==> config.mk <==
export PLATFORM = sky130hd
export DESIGN_NAME = therm
export DESIGN_NICKNAME = d
export VERILOG_FILES = /design/src/rtl/therm.sv
export SDC_FILE = /design/constraint.sdc
export NUM_CORES = 1
export LEC_CHECK = 0
export CAP_MARGIN = 40
export CORE_MARGIN = 2
export CORE_UTILIZATION = 40
export DETAILED_ROUTE_END_ITERATION = 6
export HOLD_SLACK_MARGIN = 0.03
export PLACE_DENSITY = 0.8
export SLEW_MARGIN = 20
export SYNTH_ARGS = -nofsm -noshare
export SYNTH_HDL_FRONTEND = slang
export SYNTH_SLANG_ARGS = --single-unit
==> constraint.sdc <==
create_clock -name clk -period 4.55 [get_ports clk]
set_clock_uncertainty 0.05 [all_clocks]
set_input_delay 0.91 -clock clk [delete_from_list [all_inputs] [get_ports clk]]
set_output_delay 0.91 -clock clk [all_outputs]
set_load 0.1 [all_outputs]
==> src/rtl/therm.sv <==
// Thermometer-code checker/decoder with a registered sample stage and a
// sticky illegal-code flag for downstream status logic.
module therm #(
  parameter int unsigned DATA_WIDTH = 8,
  parameter int unsigned LVL_W      = $clog2(DATA_WIDTH + 1)
) (
  input  logic                  clk,
  input  logic                  rst,
  input  logic [DATA_WIDTH-1:0] codeIn,
  input  logic                  in_valid,
  input  logic                  err_clr,
  output logic                  isThermometer,
  output logic [LVL_W-1:0]      level,
  output logic                  therm_q,
  output logic [LVL_W-1:0]      level_q,
  output logic                  sample_vld_q,
  output logic                  err_sticky
);

  logic [DATA_WIDTH-1:0] code_inc;
  logic                  legal;
  logic [LVL_W-1:0]      ones_cnt;

  logic                  therm_d;
  logic [LVL_W-1:0]      level_d;
  logic                  sample_vld_d;
  logic                  err_sticky_d;
  logic                  err_sticky_q;

  // Legality check: adding 1 to a legal code carries through every one,
  // so the AND is zero only when no 0 sits below a 1.
  always_comb begin
    code_inc = codeIn + DATA_WIDTH'(1);
    legal    = ((codeIn & code_inc) == '0);
  end

  // Population count of the code under test.
  always_comb begin
    ones_cnt = '0;
    for (int unsigned i = 0; i < DATA_WIDTH; i++) begin
      ones_cnt = ones_cnt + LVL_W'(codeIn[i]);
    end
  end

  // Combinational outputs; level is forced to 0 for illegal codes.
  always_comb begin
    isThermometer = legal;
    level         = legal ? ones_cnt : '0;
  end

  // Next-state for the sample stage; hold path ignores codeIn entirely.
  always_comb begin
    therm_d      = therm_q;
    level_d      = level_q;
    sample_vld_d = 1'b0;
    err_sticky_d = err_sticky_q;
    if (err_clr) begin
      err_sticky_d = 1'b0;
    end
    if (in_valid) begin
      therm_d      = legal;
      level_d      = legal ? ones_cnt : '0;
      sample_vld_d = 1'b1;
      if (!legal) begin
        err_sticky_d = 1'b1;
      end
    end
  end

  // Sample registers with asynchronous reset.
  always_ff @(posedge clk or posedge rst) begin
    if (rst) begin
      therm_q      <= 1'b1;
      level_q      <= '0;
      sample_vld_q <= 1'b0;
      err_sticky_q <= 1'b0;
    end else begin
      therm_q      <= therm_d;
      level_q      <= level_d;
      sample_vld_q <= sample_vld_d;
      err_sticky_q <= err_sticky_d;
    end
  end

  assign err_sticky = err_sticky_q;

endmodule

[Word level (Yosys, flattened, before mapping)]
Cells that the tools add are included.
Operators by class
  reductions and logical operators: 1
  $add $sub $neg: 8
  muxes and demuxes: 5
  bitwise logic cells: 1
Operator list (number)
  adder 4 x 1 -> 4 bit: 4
  adder 8 x 1 -> 8 bit, second input constant: 1
  bitwise AND 8 bit: 1
  logical NOT 8 bit: 1
  adder 3 x 1 -> 4 bit: 1
  2-to-1 mux 1 bit: 4
  2-to-1 mux 4 bit: 1
  adder 2 x 1 -> 3 bit: 1
  adder 1 x 1 -> 2 bit: 1
Word-level totals
  register bits: 7
  logic and storage cells: 19
  output and inout bits: 12

[Logic depth before layout (Yosys ltp)]
  depth in word-level cells: 8
  gate-level depth with buffers: 9
  mapped depth without buffers: 9

[Least setup slack after synthesis]
No wires, ideal clock.
  kind: input -> output
  start point: input codeIn[0]
  end point: output level[2]
  arrival time: 4441 ps
  setup slack: -851 ps
  cell stages on the path: 9
  cell sequence: fa_1 -> inv_1 -> fa_1 -> fa_1 -> inv_1 -> ha_1 -> fa_1 -> xnor2_1 -> nor2_1
On the way
  word-level cells in the longest chain between the ends: 8
  elaborated cells on any way between the ends: 11
  classes of those cells: 8 x add/sub; 1 x mux; 1 x bitwise; 1 x reduce/logical
Ends and longest elaborated chain
  from (decl): line 9  | input logic [DATA_WIDTH-1:0] codeIn,
  adder 1 x 1 -> 2 bit: line 41  | ones_cnt = ones_cnt + LVL_W'(codeIn[i]);
  adder 2 x 1 -> 3 bit: line 41
  adder 3 x 1 -> 4 bit: line 41
  adder 4 x 1 -> 4 bit (4 in a row): line 41
  2-to-1 mux 4 bit *: line 48  | level = legal ? ones_cnt : '0;
  to (decl): line 13  | output logic [LVL_W-1:0] level,
Every way passes the cells marked *; elsewhere a longest branch is shown, timed or not.

[Worst setup path in the final report]
  start point: input codeIn[0]
  end point: output level[1]
Same word-level chain as after synthesis.

==> flow_summary.yaml <==
outcome:
  outcome: "finished with violations"
  violations: "setup timing"
logic_synthesis:
  syn-num-nets: 78
  synth_xor_area_frac: 0.0159
  synth_top_family_by_area: "adder cells"
  synth_mux_area_frac: 0.0182
  ys_types: 21
  synthTopCellsByArea: "dfrtp_1 27%, fa_1 15%, ha_1 11%, inv_1 10%, dfstp_2 4.8%"
  yosysTopAreaCell: "dfrtp_1"
  synth_area_per_cell_sq_um: 9.64
  yosys.area_share.simple: 0.116
  synth_top_cell_area_share: 0.273
  yosys_register_bits: 7
  postSynthCellCount: 57
  yosys_warnings: 0
  synthesis.area_sq_um: 549
  synth-compound-area-share: 0.139
  ys_seq_area_frac: 0.321
  synthAdderAreaFrac: 0.260
routing:
  route.detailed.drc: 0
  post_drt_via_cell_ratio: 4.80
  vias: 547
  dr.pass1.iters: 3
  wl_mm: 1.42
  antenna_left: 0
  routedWlPerCell_microns: 12.5
  drtIter0Drc: 6
worst_setup_path:
  endpoint_kind: "output port"
  cp.buffers_inverters: 5
  path_class: "input pin to output port"
  cpPeakStageDelay_ns: 0.55
  cpLargestDelayFamily: "adder cells"
  worst_ep_arrival_time_ns: 3.64
  cpMostUsedCell: "fa_1"
  cp-start-kind: "input pin"
  worstPathCellList: "buf_6 -> fa_1 -> inv_2 -> fa_1 -> fa_1 -> inv_1 -> ha_2 -> fa_1 -> inv_2 -> nor2_4 -> buf_12"
  critPathRequiredTime_ns: 3.59
  crit_slowest_cell: "fa_1"
  crit_path_max_fanout: 2
global_route:
  overflow: 0
  grt_max_degree: 12
  grt.total_usage: 0.219
  grt_pass1_vias: 551
  grt_first_pass_wirelength_mm: 2.25
  antenna_found_initial: 0
layout:
  drive_gt1_frac: 0.374
  fin_nets: 121
  instances_no_fill: 114
  syn_to_final_growth_pct: 92.0
  stdcell_area_sq_um: 1050
  fillers: 74
  postLayoutCoreUtil: 0.821
  n_antenna_cell: 0
placed_design:
  portBuffers: 23
  placedInstanceArea_sq_um: 1010
  pre_cts_ws_ns: -0.470
  placed_cells: 108
  hpwl_mm: 1.23
  gp_congestion: 0.695
floorplanning:
  io_pins: 24
  dieArea_sq_um: 1690
  initial_core_util: 0.427
  coreArea_sq_um: 1280
  die_h_microns: 41.1
  rows: 13
  dieWidth_microns: 41.1
power:
  p_leak_nw: 0.517
  peakVddDrop_uv: 149
  powerDensity_nw_per_um2: 288
  power_w: 0.000304
timing:
  layout_setup_ws_ns: -0.0522
  rsz0062_at_grt: "true"
  worstMarginPinSlew_ns: 0.311
  fmax_mhz: 217
  finalCriticalPeriod_ns: 4.60
  hold_viol: 0
  min_period_over_period: 1.01
  relSlewSlack: 0.793
  setup_viol: 2
  maxSlewViolCount: 0
cts:
  hold_buffers: 0
  cts_tree: "done"
  clk_pin_slew_ns: 0.05
  clockBufferDepth: 2
  cts-buffers-inserted: 3
  clk_latency_ns: 0.25
  cts_root_buf: "clkbuf_4"
  cts.sinks: 7
  cts_max_level: 1
hold_path:
  hp-class: "flop to flop"
job:
  maxCapViolCount: 0
## path summary, 6_finish.rpt
path / start / end / slack [ns] / depth (start not counted)
worst max-delay path: codeIn[0] / level[1] / -0.05 / 11
worst min-delay path: level_q[1]$_DFFE_PP0P_ / level_q[1]$_DFFE_PP0P_ / 0.44 / 1
worst max register to register: therm_q$_DFFE_PP1P_ / therm_q$_DFFE_PP1P_ / 3.76 / 2
worst min register to register: level_q[1]$_DFFE_PP0P_ / level_q[1]$_DFFE_PP0P_ / 0.44 / 1
max in group asynchronous: rst / therm_q$_DFFE_PP1P_ / 3.35 / 2
min in group asynchronous: rst / level_q[2]$_DFFE_PP0P_ / 0.83 / 2
## synth_stat cells (all sizes together)
cell type and count:
o2bb2ai 2, fa 4, o22ai 1, inv 16, xnor2 1, a22o 1, nor3b 1, ha 5
nor2 3, nand4b 1, mux2i 1, dfstp 1, a21oi 2, o21ai 1, nand2 7, o31ai 2
buf 1, dfrtp 6, nand3 1
## worst reg2reg max path: cells and delay by family, from the launching register on
family	cells	cell delay [ns]
AOI/OAI and AO/OA	1	0.09
DFF	1	0.52
and+or+nand+nor	1	0.05
## stage by stage
stage	hold WS, ns	setup TNS [ns]
CTS	0.447	-0.297
finish	0.444	-0.0949
global placement	0.422	-0.849
floorplan	0.661	-0.450
global route	0.454	-0.261
detailed placement	0.433	-1.10
## placed cells by master, fill, tap and decap left out, types with 2 or more instances in the layout
master and instances:
a21oi_1 2, buf_12 5, buf_4 9, buf_6 2, buf_8 7, clkbuf_4 3
clkdlybuf4s50_1 15, dfrtp_1 6, fa_1 4, ha_1 4, inv_1 13, inv_2 3
nand2_1 7, nor2_2 2, o2bb2ai_1 2
## registers in the layout (all words and copies together), names as in the netlist
name / flops
err_sticky: 1
level_q: 4
sample_vld_q: 1
therm_q: 1
## layer usage
| layer | vias up | share of wire | global-route usage |
|---|---|---|---|
| li1 | 265 | - | - |
| met1 | 253 | 0.33 | 0.188 |
| met2 | 24 | 0.58 | 0.422 |
| met3 | 5 | 0.065 | 0.0489 |
| met4 | 0 | 0.027 | 0.167 |
| met5 | - | 0 | 0 |
## power breakdown
group | switching [W] | leakage, nW | total [W] | internal [W]
logic | 0.000101 | 0.413 | 0.000180 | 0.0000795
clock network | 0.0000226 | 0.0150 | 0.0000560 | 0.0000334
registers | 0.00000187 | 0.0884 | 0.0000680 | 0.0000662
total | 0.000125 | 0.517 | 0.000304 | 0.000179
## repair_timing
action | 4_1_cts | 5_1_grt
setup endpoints to repair | 4 | 2
pin swaps | 5 | 5
gates resized for setup | 16 | 2
endpoints found under the hold margin | 0 | 0
buffers inserted | 1 | 1
## final cells by class
| cell class | count | area [sq um] | share of cell area |
|---|---|---|---|
| inverters | 16 | 60.1 | 0.0569 |
| flip-flops and latches | 7 | 176 | 0.167 |
| multi-input cells | 33 | 323 | 0.306 |
| repair buffers | 39 | 450 | 0.427 |
| well taps | 15 | 18.8 | 0.0178 |
| clock buffers | 4 | 26.3 | 0.0249 |
## kinds of logic (layout without fill, tap and decap cells)
logic type	count (synthesis)	in the layout
AND/OR/NAND/NOR	13	13
flip-flops	7	7
AO/OA/AOI/OAI	9	9
adder cells (fa/ha/maj)	9	9
XOR/XNOR	1	1
buffers and inverters	17	59
multiplexers	1	1
No activity file was read; power rests on OpenSTA's default activity.
